**config.mk**
```make
export PLATFORM = sky130hd
export DESIGN_NAME = fetch_stage
export DESIGN_NICKNAME = d
export VERILOG_FILES = /design/src/rtl/fetch_stage.sv
export SDC_FILE = /design/constraint.sdc
export NUM_CORES = 1
export LEC_CHECK = 0
export ABC_AREA = 1
export CORE_MARGIN = 2
export CORE_UTILIZATION = 40
export DETAILED_ROUTE_END_ITERATION = 10
export PLACE_DENSITY = 0.71
export SETUP_SLACK_MARGIN = 0.4
export SYNTH_ARGS = -nofsm -noshare
export SYNTH_HDL_FRONTEND = slang
export SYNTH_SLANG_ARGS = --single-unit
```
**constraint.sdc**
```tcl
create_clock -name clk -period 4.7 [get_ports clk]
set_clock_uncertainty 0.05 [all_clocks]
set_input_delay 0.94 -clock clk [delete_from_list [all_inputs] [get_ports clk]]
set_output_delay 0.94 -clock clk [all_outputs]
set_load 0.02 [all_outputs]
```
**src/rtl/fetch_stage.sv**
```systemverilog
// Instruction-fetch stage: owns the PC, talks to a variable-latency instruction
// memory and drives the IF/ID register consumed by decode.
module fetch_stage (
    input  logic        clk,
    input  logic        rst,
    input  logic        stall,
    input  logic        doBranch,
    input  logic [15:0] branchTarget,
    output logic        imemReq,
    output logic [15:0] imemAddr,
    input  logic [15:0] imemData,
    input  logic        imemDone,
    output logic [15:0] instrOut,
    output logic [15:0] nextPcOut,
    output logic        validOut,
    output logic        fetchHalted,
    output logic        err
);
    localparam logic [15:0] NOP = 16'h0800;

    typedef enum logic [1:0] {
        RUN    = 2'd0,
        SQUASH = 2'd1,
        HALTED = 2'd2
    } state_t;

    state_t      r_state;
    logic [15:0] r_pc;
    logic [15:0] r_redir_pc;
    logic        r_outst;
    logic [15:0] r_skid_instr_p0;
    logic [15:0] r_skid_pc2_p0;
    logic        r_skid_vld_p0;
    logic [15:0] r_instr_p1;
    logic [15:0] r_pc2_p1;
    logic        r_vld_p1;
    logic        r_halted;
    logic        r_err;

    logic        w_req;
    logic        w_ret;
    logic        w_pend;
    logic [15:0] w_pc2;
    logic [15:0] w_target;

    function automatic logic is_halt(input logic [15:0] instr);
        return instr[15:11] == 5'b00000;
    endfunction

    always_comb begin
        w_req = 1'b0;
        case (r_state)
            RUN:     w_req = ~r_skid_vld_p0 & (~stall | r_outst);
            SQUASH:  w_req = 1'b1;
            default: w_req = 1'b0;
        endcase
    end

    assign imemReq  = w_req & ~rst;
    assign imemAddr = r_pc;
    assign w_ret    = imemReq & imemDone;
    assign w_pend   = imemReq & ~imemDone;
    assign w_pc2    = r_pc + 16'd2;
    assign w_target = {branchTarget[15:1], 1'b0};

    assign instrOut    = r_instr_p1;
    assign nextPcOut   = r_pc2_p1;
    assign validOut    = r_vld_p1;
    assign fetchHalted = r_halted;
    assign err         = r_err;

    // skid data: captured when a word returns while decode is stalled
    always_ff @(posedge clk) begin
        if (r_state == RUN && !doBranch && w_ret && stall) begin
            r_skid_instr_p0 <= imemData;
            r_skid_pc2_p0   <= w_pc2;
        end
    end

    // IF/ID boundary and fetch control
    always_ff @(posedge clk or posedge rst) begin
        if (rst) begin
            r_state       <= RUN;
            r_pc          <= 16'h0000;
            r_redir_pc    <= 16'h0000;
            r_outst       <= 1'b0;
            r_skid_vld_p0 <= 1'b0;
            r_instr_p1    <= NOP;
            r_pc2_p1      <= 16'h0000;
            r_vld_p1      <= 1'b0;
            r_halted      <= 1'b0;
            r_err         <= 1'b0;
        end else begin
            r_outst <= w_pend;
            if (doBranch) begin
                r_instr_p1    <= NOP;
                r_pc2_p1      <= 16'h0000;
                r_vld_p1      <= 1'b0;
                r_skid_vld_p0 <= 1'b0;
                r_halted      <= 1'b0;
                if (branchTarget[0])
                    r_err <= 1'b1;
                // an in-flight word must still be absorbed before redirecting
                if (w_pend) begin
                    r_redir_pc <= w_target;
                    r_state    <= SQUASH;
                end else begin
                    r_pc    <= w_target;
                    r_state <= RUN;
                end
            end else begin
                case (r_state)
                    RUN: begin
                        if (r_skid_vld_p0) begin
                            if (!stall) begin
                                r_instr_p1    <= r_skid_instr_p0;
                                r_pc2_p1      <= r_skid_pc2_p0;
                                r_vld_p1      <= 1'b1;
                                r_skid_vld_p0 <= 1'b0;
                                if (is_halt(r_skid_instr_p0)) begin
                                    r_state  <= HALTED;
                                    r_halted <= 1'b1;
                                end
                            end
                        end else if (w_ret) begin
                            r_pc <= w_pc2;
                            if (stall) begin
                                r_skid_vld_p0 <= 1'b1;
                            end else begin
                                r_instr_p1 <= imemData;
                                r_pc2_p1   <= w_pc2;
                                r_vld_p1   <= 1'b1;
                                if (is_halt(imemData)) begin
                                    r_state  <= HALTED;
                                    r_halted <= 1'b1;
                                end
                            end
                        end else if (!stall) begin
                            r_instr_p1 <= NOP;
                            r_pc2_p1   <= 16'h0000;
                            r_vld_p1   <= 1'b0;
                        end
                    end
                    SQUASH: begin
                        if (w_ret) begin
                            r_pc    <= r_redir_pc;
                            r_state <= RUN;
                        end
                    end
                    default: begin
                        if (!stall) begin
                            r_instr_p1 <= NOP;
                            r_pc2_p1   <= 16'h0000;
                            r_vld_p1   <= 1'b0;
                        end
                    end
                endcase
            end
        end
    end
endmodule

```
After elaboration in Yosys (flattened, before gate mapping)
Index checks and enable logic that the tools add are counted.
{"block": "word_totals", "inputBits": 37, "elab_cells": 103, "regBits": 102}
{"block": "op_classes", "n_bitwise": 9, "reduce_logical": 17, "muxes": 50, "add_sub_neg": 1, "n_eq_ne": 14}
{"operator": "16-bit two-way mux", "count": 17}
{"operator": "16-bit case mux with 2 select lines", "count": 3}
{"operator": "1-bit two-way mux", "count": 19}
{"operator": "16-bit by 2-bit adder with 16-bit output (second input constant)", "count": 1}
{"operator": "2-bit two-way mux", "count": 8}
{"operator": "3-bit inequality test (second input constant)", "count": 5}
{"operator": "4-bit inequality test (second input constant)", "count": 3}
{"operator": "5-bit logical NOT", "count": 2}
{"operator": "3-bit nonzero test", "count": 3}
{"operator": "4-bit by 3-bit inequality test with 1-bit output (second input constant)", "count": 2}
{"operator": "7-bit AND reduction", "count": 1}
{"operator": "6-bit AND reduction", "count": 1}
{"operator": "5-bit AND reduction", "count": 1}
{"operator": "1-bit AND", "count": 4}
{"operator": "2-bit inequality test (second input constant)", "count": 2}
{"operator": "1-bit inverter", "count": 4}
{"operator": "1-bit case mux with 2 select lines", "count": 2}
{"operator": "2-bit case mux with 2 select lines", "count": 1}
{"operator": "2-bit AND reduction", "count": 2}
{"operator": "1-bit logical AND", "count": 3}
{"operator": "3-bit by 2-bit inequality test with 1-bit output (second input constant)", "count": 1}
{"operator": "3-bit AND reduction", "count": 1}
{"operator": "2-bit by 1-bit == test with 1-bit output (second input constant)", "count": 1}
{"operator": "2-bit logical NOT", "count": 1}
{"operator": "3 further kinds", "count": 3}

Logic depth before layout (Yosys ltp)
Gate-level depths: netlist (run 1).
{"block": "depth", "depth_word": 10, "depth_mapped": 11}

Worst setup path before layout (run 1)
OpenSTA, ideal clock, no wires.
{"block": "synth_path", "path_kind": "input to register", "startpoint": "input port rst", "endpoint": "register r_skid_instr_p0[0] (enable)", "setup_time_ps": 404, "required_time_ps": 4246, "stages": 3, "t_arrival_ps": 3811, "n_path_buf": 0, "slack_ps": 435, "cell_sequence": "clkinv_1 -> nand4_2 -> inv_1"}
{"block": "synth_via", "elab_chain_len": 5}
{"element": "start: declaration", "line_no": "5", "text": "input logic rst,"}
{"element": "1-bit inverter", "line_no": "59", "text": "assign imemReq = w_req & ~rst;"}
{"element": "1-bit AND", "line_no": "59"}
{"element": "1-bit AND", "line_no": "61", "text": "assign w_ret = imemReq & imemDone;"}
{"element": "1-bit logical AND (2 in a row)", "line_no": "74", "text": "if (r_state == RUN && !doBranch && w_ret && stall) begin"}
{"element": "end signal: assignment", "line_no": "75", "text": "r_skid_instr_p0 <= imemData;"}
{"element": "end: declaration", "line_no": "31", "text": "logic [15:0] r_skid_instr_p0;"}
Every way passes these cells.
A chain may end at the register's enable or synchronous reset.

Worst setup path after layout (run 1)
{"block": "layout_path", "startpoint": "input port stall", "endpoint": "output port imemReq"}
{"block": "layout_via", "elab_chain_len": 5}
{"element": "start: declaration", "line_no": "6", "text": "input logic stall,"}
{"element": "1-bit inverter", "line_no": "53", "text": "RUN: w_req = ~r_skid_vld_p0 & (~stall | r_outst);"}
{"element": "1-bit bitwise OR", "line_no": "53"}
{"element": "1-bit AND", "line_no": "53"}
{"element": "1-bit case mux with 2 select lines", "line_no": "52", "text": "case (r_state)"}
{"element": "1-bit AND", "line_no": "59"}
{"element": "end: declaration", "line_no": "9", "text": "output logic imemReq,"}
Every way passes these cells.

==> metrics, run 1 <==
outcome completed; final setup margin 1.29 ns; clock latency on the worst-skew pair 0.36 ns; Core ar. 14400 um^2; cell internal pwr 2270 uW; Final Hold Vio Count 0; final setup TNS 0 ns; XOR/XNOR share of the synthesized area 0.452%; gr usage total 20.0%; Seq pwr share 36.5%; Slew Limit Fails 0; Clock Path Buffers 2; DIE AREA 15500 um^2; root buf cell clkbuf_16; Clk pwr share 19.5%; power density over cell area 546 nW/um^2; ys flop type dfrtp_1; die height 125 um; via count 5193; Post-synth EDFFs 31; Lkg Pwr 0.00323 uW; total wire length 15200 um; Inserted Clock Buffers 9; Routed Antenna Nets 0; setup repair bufs after CTS 0; PortBufs 87; Req. time, crit path 3.71 ns; Seq/Total Area, Yosys 45.8%; Startpoint Class input port; top cell types by occurrence after synthesis 185 x nand2_1, 153 x nor2_1, 96 x inv_1; Top Ports 89; simple-gate share of the synthesized area 31.1%; unrepaired setup endpoints after global routing false; ant diodes 0; Yosys top cell area share 29.3%; worst endpoint data arrival time 2.42 ns; DRC Markers 0; post-cts resize count 0; Final Wtd Congestion 0.881; largest net degree at the start of global routing 63; Worst Max-Slew Pin Slew 0.747 ns; Yosys reg bits 100; row count 44; Avg Cell Area, Syn 7.54 um^2; TritonRoute pass-1 iters 5; slew margin rel. 50.1%; GRT overflow 0; Syn Std Cell Area 5810 um^2; initial antenna violation count 0; clock sinks 100; post-synthesis async set-or-reset flop share 69.0%; pre-CTS setup slack 1.29 ns; Die X 125 um; min Tclk post-route 3.41 ns; post-DP HPWL 10100 um; Adder-Cell Fraction of Synth Area 0.215%; max_cap viols 0; WL/cell 14.7 um; Cell variety after synth 39; Nets 881; min-delay worst type flop to flop; area leader, netlist dfrtp_1; Gate power share 44.0%; Mapped Cells 771; Starting Density 40.4%; clk slew on worst S/H paths 0.07 ns; # placed instances 1016; top-count cell post-synth nand2_1; Finished Layout Cells 1032; Synth Area in Compound Gates 9.67%; worst reg-to-reg setup slack 2.37 ns; Yosys warning count 0; Syn Nets 809; maximum VDD drop 0.323 mV; count of final setup violators 0; mux cell area share after synthesis 2.52%; Hold-fix buffers, CTS 0; switching share of power 41.3%; H-tree Lvls 3; maximum clock frequency 293 MHz; Final Power 3860 uW; critical path fanouts, max 5; first-pass GRT wire length 25000 um; critical path class input port to output port; CP Capture Type output port; Layout area overhead 21.7%; CTS tree yes; share of layout cells above drive strength 1 7.43%; Tcrit/Tclk final 72.7%; Synth area leaders dfrtp_1 29%, edfxtp_1 16%, nand2_1 12%; vias in the first global route 4933; P_sw 1600 uW; largest family of logic cells by synthesized area simple AND/OR/NAND/NOR gates; DR iter-0 viols 459; via density per instance 5.03
layer usage:
metal / vias up / share of wire, % / global-route usage, %
met1: 2436 / 45 / 26.3
met5: - / 0 / 0
met2: 151 / 48 / 33.6
li1: 2593 / - / -
met4: 0 / 1.2 / 4.49
met3: 13 / 6.0 / 4.47
power by group through the flow:
stage / clock network (uW) / registers (uW) / logic [uW]
after floorplan: 0 / 1550 / 911
after global placement: 0 / 1420 / 1660
after detailed placement: 0 / 1420 / 1700
after CTS: 768 / 1410 / 1700
after global routing: 800 / 1440 / 1890
final: 752 / 1410 / 1700
worst max-delay path, stage by stage:
cell and delay, ns:
clkdlybuf4s50_1 0.42, nand2_1 0.08, nand2_1 0.08, nand2_4 0.12, nand2_1 0.08, inv_1 0.10
clkdlybuf4s50_1 0.61
cells by family after synthesis:
family / Yosys count
XOR/XNOR: 3
other: 1
AO/OA/AOI/OAI: 85
buffers and inverters: 138
AND/OR/NAND/NOR: 430
flip-flops: 100
multiplexers: 13
adder cells (fa/ha/maj): 1
sequential cells by signal (all words and copies together), names as in the netlist:
name	cells
instrOut	16
r_state	2
r_skid_instr_p0	16
validOut	1
r_skid_pc2_p0	15
nextPcOut	16
r_redir_pc	15
r_skid_vld_p0	1
r_outst	1
fetchHalted	1
err	1
imemAddr	15
cell usage in the layout (no fill, tap or decap), types with 11 or more instances in the layout:
master	count
buf_4	11
inv_1	96
nor2_1	153
o21ai_0	21
dfrtp_1	68
clkdlybuf4s50_1	87
edfxtp_1	31
a21oi_1	11
nand3_1	73
mux2_2	13
nand2_1	185
a21boi_1	20
layout make-up:
class	instances	area, um^2
Inverter	101	380
Multi-Input combinational cell	533	2560
Fill cell	1371	7300
Clock buffer	9	225
Timing Repair Buffer	98	953
Clock inverter	7	65.1
Tap cell	184	230
Sequential cell	100	2660
per-stage QoR:
stage	hold WS, ns	cell area [um^2]	utilization (%)
2_1_floorplan	0.403	5810	-
3_3_place_gp	0.389	6780	47.2
3_5_place_dp	0.413	6780	47.2
4_1_cts	0.431	7070	49.2
5_1_grt	0.465	7070	49.2
6_report	0.418	7070	49.2
final timing paths:
kind,to,cells past startpoint,from
max in group asynchronous,imemAddr[5]$_DFFE_PP0P_,4,rst
worst min register to register,err$_DFFE_PP0P_,1,err$_DFFE_PP0P_
worst min-delay path,err$_DFFE_PP0P_,1,err$_DFFE_PP0P_
worst max register to register,r_state[0]$_DFFE_PP0P_,9,r_skid_vld_p0$_DFFE_PP0P_
worst max-delay path,imemReq,7,stall
min in group asynchronous,fetchHalted$_DFFE_PP0P_,3,rst
Note: power is estimated with default switching activity, not from simulation.
==> inputs of run 2 (changes only) <==
- PLACE_DENSITY: 0.71 -> 0.74
- clock period: 4.7 -> 3 ns (I/O delays scaled with it)
==> run 2 against run 1 <==
  * Core utilization is 0.61 points higher
  * Non-clock buffer count increased by 5
  * Routed wire length decreased by 1.2%
  * Combinational power grew 58%
  * Count of clock-buffer cells in the layout up 5
  * Critical path depth unchanged
  * Cell area grew 1.2%
  * Clock power is 60% higher
  * Sequential power is 57% higher
  * Global-route usage fell by 0.097 points
  * Via count increased by 0.56%
  * First-iteration DRC count is 1.5% higher
==> metrics, run 2 (same netlist as run 1, synthesis figures left out) <==
outcome completed; DRC Markers 0 (unchanged); min Tclk post-route 2.47 ns; Layout area overhead 23.2%; clock latency on the worst-skew pair 0.36 ns (about the same); Finished Layout Cells 1037 (+0.48%); Lkg Pwr 0.00327 uW (+1.3%); Core ar. 14400 um^2 (unchanged); post-DP HPWL 10200 um (+1.0%); commonest non-fill, non-tap cell in the layout nand2_1; die height 125 um (unchanged); first-pass GRT wire length 24800 um (-0.67%); Clock Path Buffers 2 (unchanged); gr usage total 19.9% (-0.097 points); Hold-fix buffers, CTS 0 (unchanged); clock sinks 100 (unchanged); worst r2r dst imemAddr[14]$_DFFE_PP0P_; Tcrit/Tclk final 82.2%; Inserted Clock Buffers 9 (unchanged); count of final setup violators 0 (unchanged); critical path fanouts, max 5 (unchanged); worst reg2reg path startpoint r_skid_vld_p0$_DFFE_PP0P_; DIE AREA 15500 um^2 (unchanged); Top Ports 89 (unchanged); H-tree Lvls 3 (unchanged); Req. time, crit path 2.35 ns (-1.36 ns); unrepaired setup endpoints after global routing false; vias in the first global route 5015 (+1.7%); slew margin rel. 38.9% (-11 points); final setup TNS 0 ns (unchanged); row count 44 (unchanged); initial antenna violation count 0 (unchanged); maximum clock frequency 406 MHz; Worst Hold Endpoint err$_DFFE_PP0P_; largest net degree at the start of global routing 69 (+9.5%); cell count of the worst reg-to-reg path 9 (unchanged); Final Hold Vio Count 0 (unchanged); via count 5222 (+0.56%); Routed Antenna Nets 0 (unchanged); WL/cell 14.5 um (-1.6%); Final Wtd Congestion 0.837 (-4.9%); Hold Startpoint err$_DFFE_PP0P_; most frequent cells in the layout 185 x nand2_1, 153 x nor2_1, 96 x inv_1; worst reg-to-reg setup slack 0.98 ns (-1.39 ns); CP Capture Type output port; Nets 886 (+0.57%); total wire length 15000 um (-1.2%); share of layout cells above drive strength 1 7.85% (+0.43 points); PortBufs 87 (unchanged); critical path class input port to output port; CTS tree yes; # placed instances 1021 (+0.49%); ant diodes 0 (unchanged); Final Power 6100 uW (+58%); maximum VDD drop 0.559 mV (+73%); worst endpoint data arrival time 1.82 ns (-0.60 ns); Worst Max-Slew Pin Slew 0.916 ns (+0.169 ns); clk slew on worst S/H paths 0.06 ns (about the same); Startpoint Class input port; TritonRoute pass-1 iters 5 (unchanged); Slew Limit Fails 0 (unchanged); DR iter-0 viols 466 (+1.5%); Die X 125 um (unchanged); via density per instance 5.04 (about the same); setup repair bufs after CTS 0 (unchanged); power density over cell area 852 nW/um^2 (+56%); max_cap viols 0 (unchanged); root buf cell clkbuf_16; Hold Path Depth 1 (unchanged); min-delay worst type flop to flop; GRT overflow 0 (unchanged); Starting Density 40.4% (unchanged)
-- run 2: changes by cell type in the layout (fill, tap and decap cells not counted) --
cell and change:
clkinv_2 -3, clkinv_1 -1, dfrtp_1 -1, inv_6 -1, buf_12 +3, clkbuf_8 +2
buf_4 +2, clkbuf_1 +3, clkinvlp_4 -1, clkinv_4 +1, clkdlybuf4s50_1 -1, dfrtp_2 +1
dlygate4sd2_1 +1
-- run 2: layout make-up --
| class | count | area (um^2) |
|---|---|---|
| well taps | 184 | 230 |
| flip-flops and latches | 100 | 2660 |
| inverters | 101 | 384 |
| fillers | 1385 | 7210 |
| clock buffers | 14 | 264 |
| repair buffers | 103 | 1030 |
| multi-input cells | 533 | 2560 |
| clock inverters | 2 | 35.0 |
-- run 2: how the worst max path moves through the flow --
| stage | from | end | slack, ns | cells past startpoint |
|---|---|---|---|---|
| CTS | stall | imemReq | 0.54 | 7 |
| finish | stall | imemReq | 0.53 | 7 |
| floorplan | rst | r_skid_instr_p0[0]$_DFFE_PP_ | 0.67 | 3 |
| detailed placement | stall | nextPcOut[13]$_DFFE_PP0P_ | 0.19 | 9 |
| global route | stall | nextPcOut[13]$_DFFE_PP0P_ | 0.41 | 9 |
| global placement | stall | imemReq | 0.29 | 7 |
-- run 2: through the flow --
step	worst slack, ns	cell area [um^2]	hold slack [ns]	utilization [%]
finish	0.534	7160	0.412	49.8
global route	0.415	7160	0.438	49.8
CTS	0.538	7160	0.414	49.8
detailed placement	0.192	6860	0.398	47.7
global placement	0.293	6860	0.388	47.7
floorplan	0.669	5820	0.403	-
-- run 2: where the power goes --
| group | switching (uW) | internal [uW] |
|---|---|---|
| sequential | 373 | 1830 |
| clock | 511 | 693 |
| combinational | 1590 | 1100 |
-- run 2: per-layer routing --
layer / share of wire (%) / wire length, um / GRT usage [%]
met5: 0 / 0 / 0
met4: 2.0 / 307 / 7.14
met1: 45 / 6760 / 26.4
met3: 5.8 / 872 / 4.51
met2: 47 / 7040 / 31.9
-- run 2: repair_timing --
action | CTS | global route
hold endpoints to repair | 0 | 0
setup endpoints to repair | 1 | 0
resized for setup | 2 | 0
-- run 2: critical path, cell delays in order --
cell             delay, ns
clkdlybuf4s50_1       0.43
nand2_1               0.08
nand2_1               0.08
nand2_4               0.12
nand2_1               0.08
inv_1                 0.09
dlygate4sd2_1         0.34
==> inputs of run 3 (changes only) <==
- PLACE_DENSITY: 0.74 -> 0.71
- clock period: 3 -> 2.5 ns (I/O delays scaled with it)
==> run 3 against run 2 <==
  * Critical path depth fell by 6
  * Non-clock buffer count rose by 16
  * Final cell count rose by 1.5%
  * Combinational power rose by 24%
  * Register-to-register slack got worse by 0.36 ns
  * Die area did not move
  * Sequential cell count did not move
  * Global-route usage rose by 0.28 points
  * Setup slack got worse by 0.057 ns
  * Largest power group unchanged
==> metrics, run 3 (same netlist as run 1, synthesis figures left out) <==
DRC Markers 0 (unchanged); share of layout cells above drive strength 1 10.2% (+2.4 points); Nets 902 (+1.8%); PortBufs 87 (unchanged); post-DP HPWL 10600 um (+3.9%); cell count of the worst reg-to-reg path 9 (unchanged); vias in the first global route 4948 (-1.3%); DR iter-0 viols 381 (-18%); TritonRoute pass-1 iters 5 (unchanged); final setup TNS 0 ns (unchanged); min Tclk post-route 2.02 ns; unrepaired setup endpoints after global routing true; Clock Path Buffers 2 (unchanged); worst endpoint data arrival time 1.47 ns (-0.35 ns); Final Hold Vio Count 0 (unchanged); Startpoint Class flop; via count 5269 (+0.90%); Hold-fix buffers, CTS 0 (unchanged); ant diodes 0 (unchanged); most frequent cells in the layout 185 x nand2_1, 150 x nor2_1, 95 x inv_1; CP Cell Sequence clkdlybuf4s50_1; Finished Layout Cells 1053 (+1.5%); Hold Path Depth 1 (unchanged); clock latency on the worst-skew pair 0.36 ns (about the same); critical path class flop to output port; maximum VDD drop 0.509 mV (-8.9%); count of final setup violators 0 (unchanged); Final Wtd Congestion 0.862 (+3.0%); power density over cell area 1000 nW/um^2 (+18%); Tcrit/Tclk final 80.9%; final core utilization 51.1% (+1.3 points); clk slew on worst S/H paths 0.06 ns (about the same); commonest non-fill, non-tap cell in the layout nand2_1; # placed instances 1033 (+1.2%); clock sinks 100 (unchanged); first-pass GRT wire length 25300 um (+2.1%); Core ar. 14400 um^2 (unchanged); largest net degree at the start of global routing 53 (-23%); CP max stage delay 0.65 ns (+0.22 ns); via density per instance 5.00 (-0.63%); critical path depth 1 (-6); worst reg2reg path startpoint imemAddr[1]$_DFFE_PP0P_; min-delay worst type flop to flop; total wire length 15200 um (+1.5%); Lkg Pwr 0.00337 uW (+3.1%); delay-heaviest family, CP buffers and inverters; Hold Startpoint err$_DFFE_PP0P_; Inserted Clock Buffers 9 (unchanged); critical path fanouts, max 6 (+1); die height 125 um (unchanged); Worst Hold Endpoint err$_DFFE_PP0P_; Filler Cell Count 1361 (-1.7%); H-tree Lvls 3 (unchanged); gr usage total 20.1% (+0.28 points); WL/cell 14.4 um (about the same); CP Capture Type output port; GRT overflow 0 (unchanged); row count 44 (unchanged); Slew Limit Fails 0 (unchanged); worst r2r dst imemAddr[15]$_DFFE_PP0P_; slew margin rel. 53.6% (+15 points); Routed Antenna Nets 0 (unchanged); Buf/Inv on CP 1 (-2); Die X 125 um (unchanged); Layout area overhead 26.4%; max_cap viols 0 (unchanged); worst reg-to-reg setup slack 0.62 ns (-0.36 ns); Slowest-stage cell, CP clkdlybuf4s50_1; CTS tree yes; post-route cell area 7340 um^2 (+2.6%); Req. time, crit path 1.95 ns (-0.40 ns); Starting Density 40.4% (unchanged); outcome completed; initial antenna violation count 0 (unchanged); Placed Area 7000 um^2 (+2.0%); DIE AREA 15500 um^2 (unchanged); Worst Max-Slew Pin Slew 0.696 ns (-0.220 ns); maximum clock frequency 494 MHz; Top Ports 89 (unchanged); root buf cell clkbuf_16
[run 3: metrics by stage]
step | setup slack, ns | hold slack [ns] | power [uW]
6_report | 0.477 | 0.408 | 7350
3_5_place_dp | 0.0693 | 0.397 | 5960
3_3_place_gp | 0.0911 | 0.398 | 5910
2_1_floorplan | 0.598 | 0.292 | 4640
4_1_cts | 0.413 | 0.413 | 7360
5_1_grt | 0.399 | 0.441 | 7890
[run 3: worst max path at each step]
stage                                        start                           end  slack (ns)
after floorplan                              stall  r_skid_instr_p0[0]$_DFFE_PP_        0.60
after global placement                       stall                       imemReq        0.09
after detailed placement                     stall                       imemReq        0.07
after CTS                 instrOut[11]$_DFFE_PP1P_                  instrOut[11]        0.41
after global routing                         stall       instrOut[0]$_DFFE_PP0P_        0.40
final                      imemAddr[6]$_DFFE_PP0P_                   imemAddr[6]        0.48
[run 3: layer usage]
layer / vias up / part of all wire [%] / global-route usage [%]
met2: 158 / 48 / 32.8
met3: 13 / 5.6 / 4.08
met4: 0 / 1.2 / 5.68
met5: - / 0 / 0
li1: 2635 / - / -
met1: 2463 / 45 / 27.3
[run 3: what timing repair did]
action | in CTS | in global routing
setup endpoints to repair | 1 | 33
buffers inserted | 0 | 3
pin swaps | 0 | 2
resized for setup | 4 | 5
cloned | 0 | 1
[run 3: layout make-up]
cell class	count	area [um^2]	area share (%)
inverter	101	395	5.38
multi-input combinational	533	2570	34.9
sequential	100	2660	36.2
tap	184	230	3.14
clock buffer	13	270	3.68
timing repair buffer	119	1200	16.4
clock inverter	3	18.8	0.256
[run 3: power breakdown]
group | internal, uW | switching [uW]
registers | 2200 | 433
logic | 1420 | 1920
clock network | 757 | 621
total | 4380 | 2980
